<file path="src/rtl/dm_arb_pkg.sv">
//------------------------------------------------------------------------------
// dm_arb_pkg : shared types and constants for the dm1 two-port arbiter.
// Revision   : 1.0
//------------------------------------------------------------------------------
`default_nettype none

package dm_arb_pkg;

   typedef enum logic [1:0] {
      IDLE = 2'd0,
      OWN0 = 2'd1,
      OWN1 = 2'd2
   } arb_state_t;

   typedef logic port_t;

   localparam port_t PORT_CORE = 1'b0;
   localparam port_t PORT_LOAD = 1'b1;

   function automatic arb_state_t own_state(input port_t p);
      return (p == PORT_LOAD) ? OWN1 : OWN0;
   endfunction

endpackage

`default_nettype wire

</file>
<file path="src/rtl/dm_arbiter.sv">
//------------------------------------------------------------------------------
// dm_arbiter : round-robin, burst-bounded arbiter sharing dm1 between the core
//              (port 0) and the loader/dump engine (port 1).
// Revision   : 1.0
//------------------------------------------------------------------------------
`default_nettype none

module dm_arbiter
   import dm_arb_pkg::*;
#(
   parameter int AW        = 8,
   parameter int DW        = 8,
   parameter int MAX_BURST = 4
) (
   input  logic          clk,
   input  logic          reset,
   input  logic [1:0]    req,
   input  logic [1:0]    we,
   input  logic [AW-1:0] addr0,
   input  logic [AW-1:0] addr1,
   input  logic [DW-1:0] wdata0,
   input  logic [DW-1:0] wdata1,
   output logic [1:0]    gnt,
   output logic [1:0]    rvalid,
   output logic [DW-1:0] rdata,
   output logic [AW-1:0] mem_addr,
   output logic          mem_we,
   output logic [DW-1:0] mem_wdata,
   input  logic [DW-1:0] mem_rdata,
   output logic          busy
);

   localparam int C_CNT_W = $clog2(MAX_BURST) + 1;
   localparam logic [C_CNT_W-1:0] C_CNT_LAST = C_CNT_W'(MAX_BURST - 1);

   arb_state_t         r_state;
   arb_state_t         w_next;
   logic [C_CNT_W-1:0] r_cnt;
   logic [C_CNT_W-1:0] w_cnt_nxt;
   port_t              r_last;
   port_t              w_last_nxt;
   logic               r_rv_vld;
   port_t              r_rv_port;

   port_t              w_own;
   port_t              w_other;
   logic               w_issue;
   logic               w_burst_end;

   always_comb begin
      w_own       = (r_state == OWN1) ? PORT_LOAD : PORT_CORE;
      w_other     = ~w_own;
      w_issue     = (r_state != IDLE) && req[w_own];
      w_burst_end = (r_cnt == C_CNT_LAST);
   end

   always_ff @(posedge clk or posedge reset) begin
      if (reset) begin
         r_state   <= IDLE;
         r_cnt     <= '0;
         r_last    <= PORT_LOAD;
         r_rv_vld  <= 1'b0;
         r_rv_port <= PORT_CORE;
      end else begin
         r_state   <= w_next;
         r_cnt     <= w_cnt_nxt;
         r_last    <= w_last_nxt;
         r_rv_vld  <= w_issue && !we[w_own];
         r_rv_port <= w_own;
      end
   end

   always_comb begin
      w_next     = r_state;
      w_cnt_nxt  = r_cnt;
      w_last_nxt = r_last;

      case (r_state)
         IDLE: begin
            case (req)
               2'b01:   w_next = OWN0;
               2'b10:   w_next = OWN1;
               2'b11:   w_next = own_state(~r_last);
               default: w_next = IDLE;
            endcase
         end
         OWN0, OWN1: begin
            if (!req[w_own]) begin
               w_next = req[w_other] ? own_state(w_other) : IDLE;
            end else if (w_burst_end && req[w_other]) begin
               w_next = own_state(w_other);
            end
         end
         default: w_next = IDLE;
      endcase

      // A lone requester keeps ownership; its counter simply wraps.
      if (w_next != r_state) begin
         w_cnt_nxt = '0;
      end else if (w_issue) begin
         w_cnt_nxt = w_burst_end ? '0 : r_cnt + C_CNT_W'(1);
      end

      if ((w_next != r_state) && (w_next != IDLE)) begin
         w_last_nxt = (w_next == OWN1) ? PORT_LOAD : PORT_CORE;
      end
   end

   always_comb begin
      gnt       = {r_state == OWN1, r_state == OWN0};
      busy      = (r_state != IDLE);
      mem_addr  = '0;
      mem_we    = 1'b0;
      mem_wdata = '0;
      if (w_issue) begin
         mem_addr  = (w_own == PORT_LOAD) ? addr1  : addr0;
         mem_we    = we[w_own];
         mem_wdata = (w_own == PORT_LOAD) ? wdata1 : wdata0;
      end
   end

   // Read data returns to the port that issued it, independent of current grant.
   always_comb begin
      rvalid = 2'b00;
      rdata  = '0;
      if (r_rv_vld) begin
         rvalid = (r_rv_port == PORT_LOAD) ? 2'b10 : 2'b01;
         rdata  = mem_rdata;
      end
   end

endmodule

`default_nettype wire

</file>
<file path="config.mk">
export PLATFORM = sky130hd
export DESIGN_NAME = dm_arbiter
export DESIGN_NICKNAME = d
export VERILOG_FILES = /design/src/rtl/dm_arb_pkg.sv /design/src/rtl/dm_arbiter.sv
export SDC_FILE = /design/constraint.sdc
export NUM_CORES = 1
export LEC_CHECK = 0
export CAP_MARGIN = 20
export CORE_MARGIN = 3
export CORE_UTILIZATION = 31
export DETAILED_ROUTE_END_ITERATION = 8
export PLACE_DENSITY = 0.8
export RECOVER_POWER = 100
export SLEW_MARGIN = 20
export SYNTH_ARGS = -nofsm -noshare
export SYNTH_HDL_FRONTEND = slang
export SYNTH_SLANG_ARGS = --single-unit
</file>
<file path="constraint.sdc">
create_clock -name clk -period 3.55 [get_ports clk]
set_clock_uncertainty 0.1 [all_clocks]
set_input_delay 1.065 -clock clk [delete_from_list [all_inputs] [get_ports clk]]
set_output_delay 1.065 -clock clk [all_outputs]
set_load 0.005 [all_outputs]
</file>
# Word-level counts from Yosys, hierarchy flattened
# Cells that the tools add are included.
[classes]
n_shift = 0
bitwise = 1
addsub = 1
n_mul = 0
n_eq_ne = 8
magnitude_cmp = 2
reduce_logical = 10
n_mux = 26
div = 0
[op_table]
columns = ["operator", "count"]
rows = [
  ["$mux W8", 5],
  ["$mux W2", 7],
  ["$mux W1", 9],
  ["$mux W3", 3],
  ["$eq A2 B2 Y1 const B", 4],
  ["$pmux W2 S3", 1],
  ["$reduce_bool A2 Y1", 3],
  ["$eq A2 B1 Y1 const B", 2],
  ["$logic_and A1 B1 Y1", 4],
  ["$lt A1 B2 Y1 const B", 2],
  ["$pmux W2 S2", 1],
  ["$add A3 B1 Y3 const B", 1],
  ["$eq A3 B2 Y1 const B", 1],
  ["$logic_not A2 Y1", 1],
  ["$ne A2 B2 Y1", 1],
  ["$reduce_or A2 Y1", 1],
  ["$logic_not A1 Y1", 1],
  ["$not A1 Y1", 1],
]
[totals]
romBits = 0
memories = 0
register_bits = 8
latchBits = 0
inputBits = 46
mem_bits_rw = 0

# Logic depth before layout (Yosys ltp)
# Gate-level depths: netlist (run 1).
[depth]
depth_word = 11
ltp_mapped = 9
mapped_depth_nobuf = 8

# Least setup slack after synthesis (run 1)
# Ideal clock, no wire load.
[synth_path]
kind = "register to output"
startpoint = "register r_state[0]"
endpoint = "output mem_addr[4]"
stages_incl_launch_ff = 8
setup_slack_ns = 0.531
arrival_ns = 1.854
path_cell_list = "dfrtp_1 -> inv_1 -> ha_1 -> buf_2 -> mux2_2 -> nand2_1 -> clkbuf_1 -> nor2_1"
[synth_between]
elab_chain_cells = 6
[synth_rtl]
columns = ["item", "line_no", "text"]
rows = [
  ["start: declaration", "dm_arbiter.sv:36", "arb_state_t r_state;"],
  ["start signal: assignment", "dm_arbiter.sv:65", "r_state <= w_next;"],
  ["$eq A2 B2 Y1 (*)", "dm_arbiter.sv:51", "w_own = (r_state == OWN1) ? PORT_LOAD : PORT_CORE;"],
  ["$mux W1 (*)", "dm_arbiter.sv:51", ""],
  ["via w_own", "dm_arbiter.sv:45", "port_t w_own;"],
  ["$mux W1 (implied by the code) (2 in a row)", "dm_arbiter.sv:53", "w_issue = (r_state != IDLE) && req[w_own];"],
  ["$logic_and A1 B1 Y1", "dm_arbiter.sv:53", ""],
  ["$mux W8 (*)", "dm_arbiter.sv:115", "if (w_issue) begin"],
  ["end: declaration", "dm_arbiter.sv:26", "output logic [AW-1:0] mem_addr,"],
]
# The timed path passes the listed nets; every way through them passes the cells marked *. The select of a mux whose other input is x is not followed.

# Final worst setup path (run 1)
[layout_path]
startpoint = "input req[1]"
endpoint = "output mem_wdata[2]"
[layout_between]
elab_chain_cells = 4
[layout_rtl]
columns = ["item", "line_no", "text"]
rows = [
  ["start: declaration", "dm_arbiter.sv:17", "input logic [1:0] req,"],
  ["$mux W1 (implied by the code) (2 in a row)", "dm_arbiter.sv:53", ""],
  ["$logic_and A1 B1 Y1", "dm_arbiter.sv:53", ""],
  ["$mux W8", "dm_arbiter.sv:115", ""],
  ["end: declaration", "dm_arbiter.sv:28", "output logic [DW-1:0] mem_wdata,"],
]
# No other way between the ends. The select of a mux whose other input is x is not followed.

==> results of run 1 <==
registers in the layout, summed over array words and instances, names as in the netlist:
register / count
r_rv_vld: 1
r_rv_port: 1
r_last: 1
r_cnt: 3
r_state: 2
worst max-delay path, stage by stage:
cell	delay, ns
sky130_fd_sc_hd__clkdlybuf4s50_1	0.41
sky130_fd_sc_hd__mux2_2	0.29
sky130_fd_sc_hd__nand2_2	0.09
sky130_fd_sc_hd__buf_12	0.14
sky130_fd_sc_hd__nor2_1	0.05
sky130_fd_sc_hd__dlygate4sd2_1	0.27
final timing paths:
check | from | end | slack, ns | cells after the start
setup / recovery | req[1] | mem_wdata[2] | 0.06 | 6
hold / removal | r_last$_DFFE_PP1P_ | r_last$_DFFE_PP1P_ | 0.44 | 2
setup reg to reg | r_state[0]$_DFF_PP0_ | r_cnt[1]$_DFFE_PP0P_ | 0.91 | 8
hold reg to reg | r_last$_DFFE_PP1P_ | r_last$_DFFE_PP1P_ | 0.44 | 2
max in group asynchronous | reset | r_last$_DFFE_PP1P_ | 1.98 | 2
min in group asynchronous | reset | r_cnt[0]$_DFFE_PP0P_ | 1.09 | 2
stage by stage:
step / area [µm²] / hold slack, ns
3_5_place_dp: 1690 / 0.434
2_1_floorplan: 865 / 0.404
3_3_place_gp: 1690 / 0.421
4_1_cts: 1700 / 0.443
6_report: 1680 / 0.442
5_1_grt: 1680 / 0.469
final cells by class:
type / count / share of cell area [%]
well taps: 30 / 2.23
inverters: 8 / 1.79
flip-flops and latches: 8 / 12.0
clock buffers: 4 / 1.56
repair buffers: 80 / 47.1
multi-input cells: 87 / 35.4
cell families after synthesis:
group	Yosys count
AOI/OAI and AO/OA	16
xor gates and xnor gates	2
adders and majority gates	5
buffers and inverters	13
DFF	8
muxes	18
and+or+nand+nor	46
per-layer routing:
metal	track usage (%)	routed length, µm	part of all wire [%]
met1	16.2	1090	36
met2	31.7	1490	49
met3	8.99	450	15
met4	5.18	31	1.0
met5	0	0	0
cells in the final DEF, fill, tap and decap left out, types with 3 or more instances in the layout:
cell	synthesis	routed
sky130_fd_sc_hd__a21oi_1	4	4
sky130_fd_sc_hd__clkbuf_4	0	3
sky130_fd_sc_hd__inv_1	7	7
sky130_fd_sc_hd__ha_1	5	5
sky130_fd_sc_hd__dlygate4sd2_1	0	17
sky130_fd_sc_hd__nor2_1	18	18
sky130_fd_sc_hd__nand2_1	6	5
sky130_fd_sc_hd__mux2i_1	17	17
sky130_fd_sc_hd__dfrtp_1	7	7
sky130_fd_sc_hd__clkdlybuf4s50_1	0	44
sky130_fd_sc_hd__and2_1	9	8
sky130_fd_sc_hd__dlygate4sd3_1	0	13
sky130_fd_sc_hd__nor2b_1	3	3
sky130_fd_sc_hd__nor3_1	4	4
timing repair:
item | 4_1_cts | 5_1_grt
hold buffers | 0 | 0
resized for setup | 17 | 2
setup endpoints to repair | 17 | 17
power by group:
part           internal (µW)  total [µW]  switching (µW)
Sequential               122         154            31.8
Combinational            289         540             251
Clock                   43.0        73.8            30.8
Total                    454         768             314
==> summary.txt, run 1 <==
Detailed routing
  • Detailed-route wire length: 3.06 mm
  • Length of the first detailed-routing pass in iterations: 4
  • Post-detailed-route count of antenna-violating nets: 0
  • Vias: 1081
  • Number of DRC markers after the initial detailed-route iteration: 28
  • Via density per instance: 4.98
  • Number of design rule violations left after detail routing: 0
  • Drt wl/cell: 14.1 µm

Critical path
  • Arr. time, crit path: 2.32 ns
  • Kind of end point of the critical path: output pin
  • Critical Path RT: 2.38 ns
  • CP Launch Type: primary input
  • Crit path kind: primary input to output pin
  • Maximum fanout along the worst path: 18

Synthesis
  • Flip-flop cell with the highest count after synthesis: sky130_fd_sc_hd__dfrtp_1
  • Combinational family with the most area after synthesis: simple AND/OR/NAND/NOR gates
  • Adder-cell area share of the yosys netlist: 7.24%
  • Synth Net Count: 159
  • Compound-Gate Fraction of Synth Area: 14.5%
  • Biggest area consumer among synthesized cells: sky130_fd_sc_hd__dfrtp_1
  • Synthesized-area fraction occupied by xor and xnor cells: 2.03%
  • Number of library cell types mapped by synthesis: 31
  • Synth Warn #: 0
  • Most area-consuming cells after synthesis: sky130_fd_sc_hd__dfrtp_1 20%, sky130_fd_sc_hd__mux2i_1 20%, sky130_fd_sc_hd__nor2_1 7.8%
  • Simple-gate share of the synthesized area: 25.8%
  • Post-Synthesis Cell Area: 865 µm²
  • Share of synthesized flip-flops with an asynchronous set or reset: 100%
  • Avg Synthesized Cell Area: 8.01 µm²
  • Post-synth EDFFs: 0
  • Top cells by count, synth: 18 x sky130_fd_sc_hd__nor2_1, 17 x sky130_fd_sc_hd__mux2i_1, 9 x sky130_fd_sc_hd__and2_1
  • #FFs+latches synth: 8
  • Multiplexer share of the synthesized area: 21.0%
  • Post-synthesis sequential area ratio: 23.3%
  • Fraction of post-synthesis cell area in the top cell type by area: 20.3%
  • Post-Synthesis Cells: 108
  • Most numerous cell in the Yosys netlist: sky130_fd_sc_hd__nor2_1

Power and ir drop
  • Power per cell area: 457 nW/µm²
  • Worst supply voltage drop on vdd: 0.000352 V
  • Total power draw: 768 µW
  • Lkg Pwr: 0.000808 µW

Finish
  • Multi-input gate area in the final layout: 594 µm²
  • # fillers: 231
  • FF/Latch Area: 201 µm²
  • Diode insertion count for antenna repair: 0
  • Net count reported at finish: 239
  • Fraction of final layout cells with drive strength greater than 1: 5.88%
  • Core utilization of the finished layout: 65.4%
  • Area growth from synthesis to layout: 94.4%
  • Non-filler instance count after layout: 217

Worst hold path
  • Hold WC Path Type: flop to flop

Floorplan
  • Core Region: 2570 µm²
  • Die Footprint: 3460 µm²
  • Cell row count: 18
  • DIE WIDTH: 58.8 µm
  • Height of the die: 58.8 µm
  • Boundary pin count: 76
  • Initial core utilization: 33.7%

Timing
  • Shortest clock period the worst path allows after layout: 3.49 ns
  • Total negative slack: 0 ns
  • Final setup violation count: 0
  • Worst slew margin: 48.9%
  • Crit path setup slack, layout: 0.0636 ns
  • Max frequency: 287 MHz
  • Slew at the pin closest to its max-slew limit: 0.757 ns
  • Final hold violation count: 0
  • Unrepaired setup endpoints after global routing: false
  • Share of the clock period used by the worst path after layout: 98.2%
  • Slew Viols, Final: 0

GRT
  • Remaining global-route overflow: 0
  • First-pass GRT wire length: 4.58 mm
  • Number of antenna violations at the first check in global routing: 0
  • Largest net degree at the start of global routing: 24
  • Via count of the first global-routing pass: 1144
  • Total routing usage reported by global routing: 17.2%

Placed design
  • Pre-CTS WS: -0.219 ns
  • # placed instances: 213
  • Sum of net half-perimeters after detailed placement: 2.52 mm
  • Quantity of I/O buffers inserted on ports: 75
  • GP Congestion: 0.816

Run status
  • Run status: finished clean

CTS
  • Cell at the root of the clock tree: sky130_fd_sc_hd__clkbuf_4
  • Clk slew on worst S/H paths: 0.05 ns
  • Clock tree sinks: 8
  • TritonCTS clock tree: built
  • Num CTS Buffers: 3
  • Bufs on Longest Clock Path: 2
  • H-tree lvl count: 1
  • Number of setup buffers added after CTS: 0
  • Clock insertion delay at the later pin of the skew report: 0.25 ns

Flow run
  • Reported max-cap violation count: 0
No activity file was read; power rests on OpenSTA's default activity.
==> inputs of run 2 (changes only) <==
--- a/config.mk
+++ b/config.mk
@@ -6,9 +6,11 @@
 export NUM_CORES = 1
 export LEC_CHECK = 0
 export CAP_MARGIN = 20
+export CORE_ASPECT_RATIO = 0.9
 export CORE_MARGIN = 3
 export CORE_UTILIZATION = 31
 export DETAILED_ROUTE_END_ITERATION = 8
+export HOLD_SLACK_MARGIN = 0.15
 export PLACE_DENSITY = 0.8
 export RECOVER_POWER = 100
 export SLEW_MARGIN = 20
==> run 2 against run 1 <==
- utilization up 0.73 points
- setup slack improved by 0.011 ns
- cell count rose by 0.46%
- via count fell by 0.19%
- first-iteration DRC count fell by 50%
- sequential cell count unchanged
- sequential power about the same
- register-to-register slack lost 0.11 ns
- sequential share of layout area fell by 0.062 points
- maximum frequency grew 0.33%
- non-clock buffer count increased by 3
- critical path type unchanged
- largest power group unchanged
- highest routed layer unchanged
==> summary.txt, run 2 (synthesis results as in run 1) <==
Run status
  • Run status: finished clean

Detailed routing
  • Drt wl/cell: 14.4 µm (+2.4%)
  • Detailed-route wire length: 3.15 mm (+2.9%)
  • Length of the first detailed-routing pass in iterations: 4 (unchanged)
  • Number of design rule violations left after detail routing: 0 (unchanged)
  • Number of DRC markers after the initial detailed-route iteration: 14 (-50%)
  • Post-detailed-route count of antenna-violating nets: 0 (unchanged)
  • Vias: 1079 (-0.19%)
  • Via density per instance: 4.95 (-0.64%)

Critical path
  • Crit path kind: primary input to output pin
  • Critical Path RT: 2.38 ns (about the same)
  • CP Launch Type: primary input
  • Kind of end point of the critical path: output pin
  • Arr. time, crit path: 2.31 ns (about the same)
  • Maximum fanout along the worst path: 5 (-13)

Placed design
  • Quantity of I/O buffers inserted on ports: 75 (unchanged)
  • GP Congestion: 0.790 (-3.3%)
  • Pre-CTS WS: -0.199 ns (+0.0195 ns)
  • Sum of net half-perimeters after detailed placement: 2.71 mm (+7.5%)

Timing
  • Final hold slack: 0.456 ns (+0.0134 ns)
  • Unrepaired setup endpoints after global routing: false
  • Slew at the pin closest to its max-slew limit: 0.760 ns (+0.00337 ns)
  • Slew Viols, Final: 0 (unchanged)
  • Crit path setup slack, layout: 0.0750 ns (+0.0114 ns)
  • Total negative slack: 0 ns (unchanged)
  • Worst slew margin: 49.0% (+0.072 points)
  • Final setup violation count: 0 (unchanged)
  • Share of the clock period used by the worst path after layout: 97.9% (-0.32 points)
  • Final hold violation count: 0 (unchanged)
  • Max frequency: 288 MHz (+0.33%)
  • Shortest clock period the worst path allows after layout: 3.48 ns (-0.0114 ns)

CTS
  • H-tree lvl count: 1 (unchanged)
  • Clk slew on worst S/H paths: 0.05 ns (about the same)
  • Num CTS Buffers: 3 (unchanged)
  • TritonCTS clock tree: built
  • Cell at the root of the clock tree: sky130_fd_sc_hd__clkbuf_4
  • Clock insertion delay at the later pin of the skew report: 0.26 ns (about the same)
  • Number of setup buffers added after CTS: 0 (unchanged)
  • Clock tree sinks: 8 (unchanged)
  • Bufs on Longest Clock Path: 2 (unchanged)

Power and ir drop
  • Power per cell area: 460 nW/µm² (+0.57%)
  • Clock share of power: 9.8% (+0.2 points)
  • Switching power summed over all nets: 320 µW (+1.9%)
  • Worst supply voltage drop on vdd: 0.000235 V (-33%)
  • Total power draw: 777 µW (+1.1%)
  • Relative contribution of sequential cells to total power: 20.1% (about the same)
  • Switching part of the total: 41.2% (+0.31 points)
  • Internal power of the cells: 457 µW (+0.57%)
  • Share of total power in combinational logic: 70.1% (-0.2 points)
  • Lkg Pwr: 0.000820 µW (+1.6%)

Worst hold path
  • Hold WC Path Type: flop to flop

GRT
  • Total routing usage reported by global routing: 18.3% (+1.2 points)
  • First-pass GRT wire length: 4.87 mm (+6.3%)
  • Largest net degree at the start of global routing: 15 (-38%)
  • Remaining global-route overflow: 0 (unchanged)
  • Via count of the first global-routing pass: 1156 (+1.0%)
  • Number of antenna violations at the first check in global routing: 0 (unchanged)

Finish
  • Area growth from synthesis to layout: 95.4%
  • Net count reported at finish: 242 (+1.3%)
  • Register containing the most flip-flops in the final layout: r_cnt
  • Top flop regs: r_cnt (3), r_state (2)
  • Leading cell types in the layout, fill and taps excluded: 44 x sky130_fd_sc_hd__clkdlybuf4s50_1, 18 x sky130_fd_sc_hd__nor2_1, 17 x sky130_fd_sc_hd__mux2i_1, 17 x sky130_fd_sc_hd__dlygate4sd2_1, 14 x sky130_fd_sc_hd__dlygate4sd3_1
  • Number of flip-flops under the largest register name: 3 (unchanged)
  • FF/Latch Area: 201 µm² (unchanged)
  • # fillers: 237 (+2.6%)
  • Leading cell type in the layout, fill and taps excluded: sky130_fd_sc_hd__clkdlybuf4s50_1
  • Core utilization of the finished layout: 66.2% (+0.73 points)
  • Diode insertion count for antenna repair: 0 (unchanged)
  • Fraction of final layout cells with drive strength greater than 1: 7.37% (+1.5 points)
  • Multi-input gate area in the final layout: 603 µm² (+1.5%)

Flow run
  • Reported max-cap violation count: 0 (unchanged)

Floorplan
  • Height of the die: 56.1 µm (-4.6%)
  • Cell row count: 17 (-1)
  • Initial core utilization: 33.9% (+0.20 points)
  • Boundary pin count: 76 (unchanged)
  • DIE WIDTH: 61.7 µm (+4.9%)
  • Die Footprint: 3460 µm² (about the same)
  • Core Region: 2550 µm² (-0.58%)
run 2: power by group through the flow:
stage	clock, µW	sequential (µW)	combinational [µW]
after floorplan	0	145	323
after global placement	0	154	568
after detailed placement	0	155	589
after CTS	77.5	155	559
after global routing	82.4	161	598
final	76.1	156	545
run 2: timing repair:
item	4_1_cts	5_1_grt
resized for setup	17	6
hold endpoints to repair	0	0
hold buffers	0	0
cloned	0	1
endpoints found under the setup margin	17	17
run 2: per-layer routing:
metal | share of wire [%] | GRT usage [%] | up-vias
li1 | - | - | 533
met1 | 38 | 20.3 | 483
met2 | 52 | 33.6 | 61
met3 | 9.1 | 3.71 | 2
met4 | 0.38 | 5.15 | 0
met5 | 0 | 0 | -
run 2: layout make-up:
class                           instances  share of cell area (%)
Multi-Input combinational cell         87                    35.7
Sequential cell                         8                    11.9
Inverter                                8                    1.78
Clock buffer                            4                    1.56
Tap cell                               28                    2.07
Timing Repair Buffer                   83                    47.0
run 2: path summary, 6_finish.rpt:
path                                      start                   end  slack, ns  cells past startpoint
max                                      req[0]          mem_wdata[1]       0.07                      6
min                          r_last$_DFFE_PP1P_    r_last$_DFFE_PP1P_       0.46                      2
max reg2reg                r_state[0]$_DFF_PP0_  r_cnt[1]$_DFFE_PP0P_       0.80                      8
min reg2reg                  r_last$_DFFE_PP1P_    r_last$_DFFE_PP1P_       0.46                      2
max in group asynchronous                 reset    r_last$_DFFE_PP1P_       1.99                      2
min in group asynchronous                 reset  r_cnt[0]$_DFFE_PP0P_       1.08                      2
run 2: per-stage QoR:
stage	cell area [µm²]	instances
2_1_floorplan	865	108
3_3_place_gp	1680	213
3_5_place_dp	1680	213
4_1_cts	1680	217
5_1_grt	1690	218
6_report	1690	218
run 2: worst max-delay path: stages:
cell and delay [ns]:
sky130_fd_sc_hd__clkdlybuf4s50_1 0.42, sky130_fd_sc_hd__mux2_4 0.29, sky130_fd_sc_hd__nand2_4 0.09, sky130_fd_sc_hd__buf_4 0.13, sky130_fd_sc_hd__nor2_1 0.05, sky130_fd_sc_hd__dlygate4sd2_1 0.26
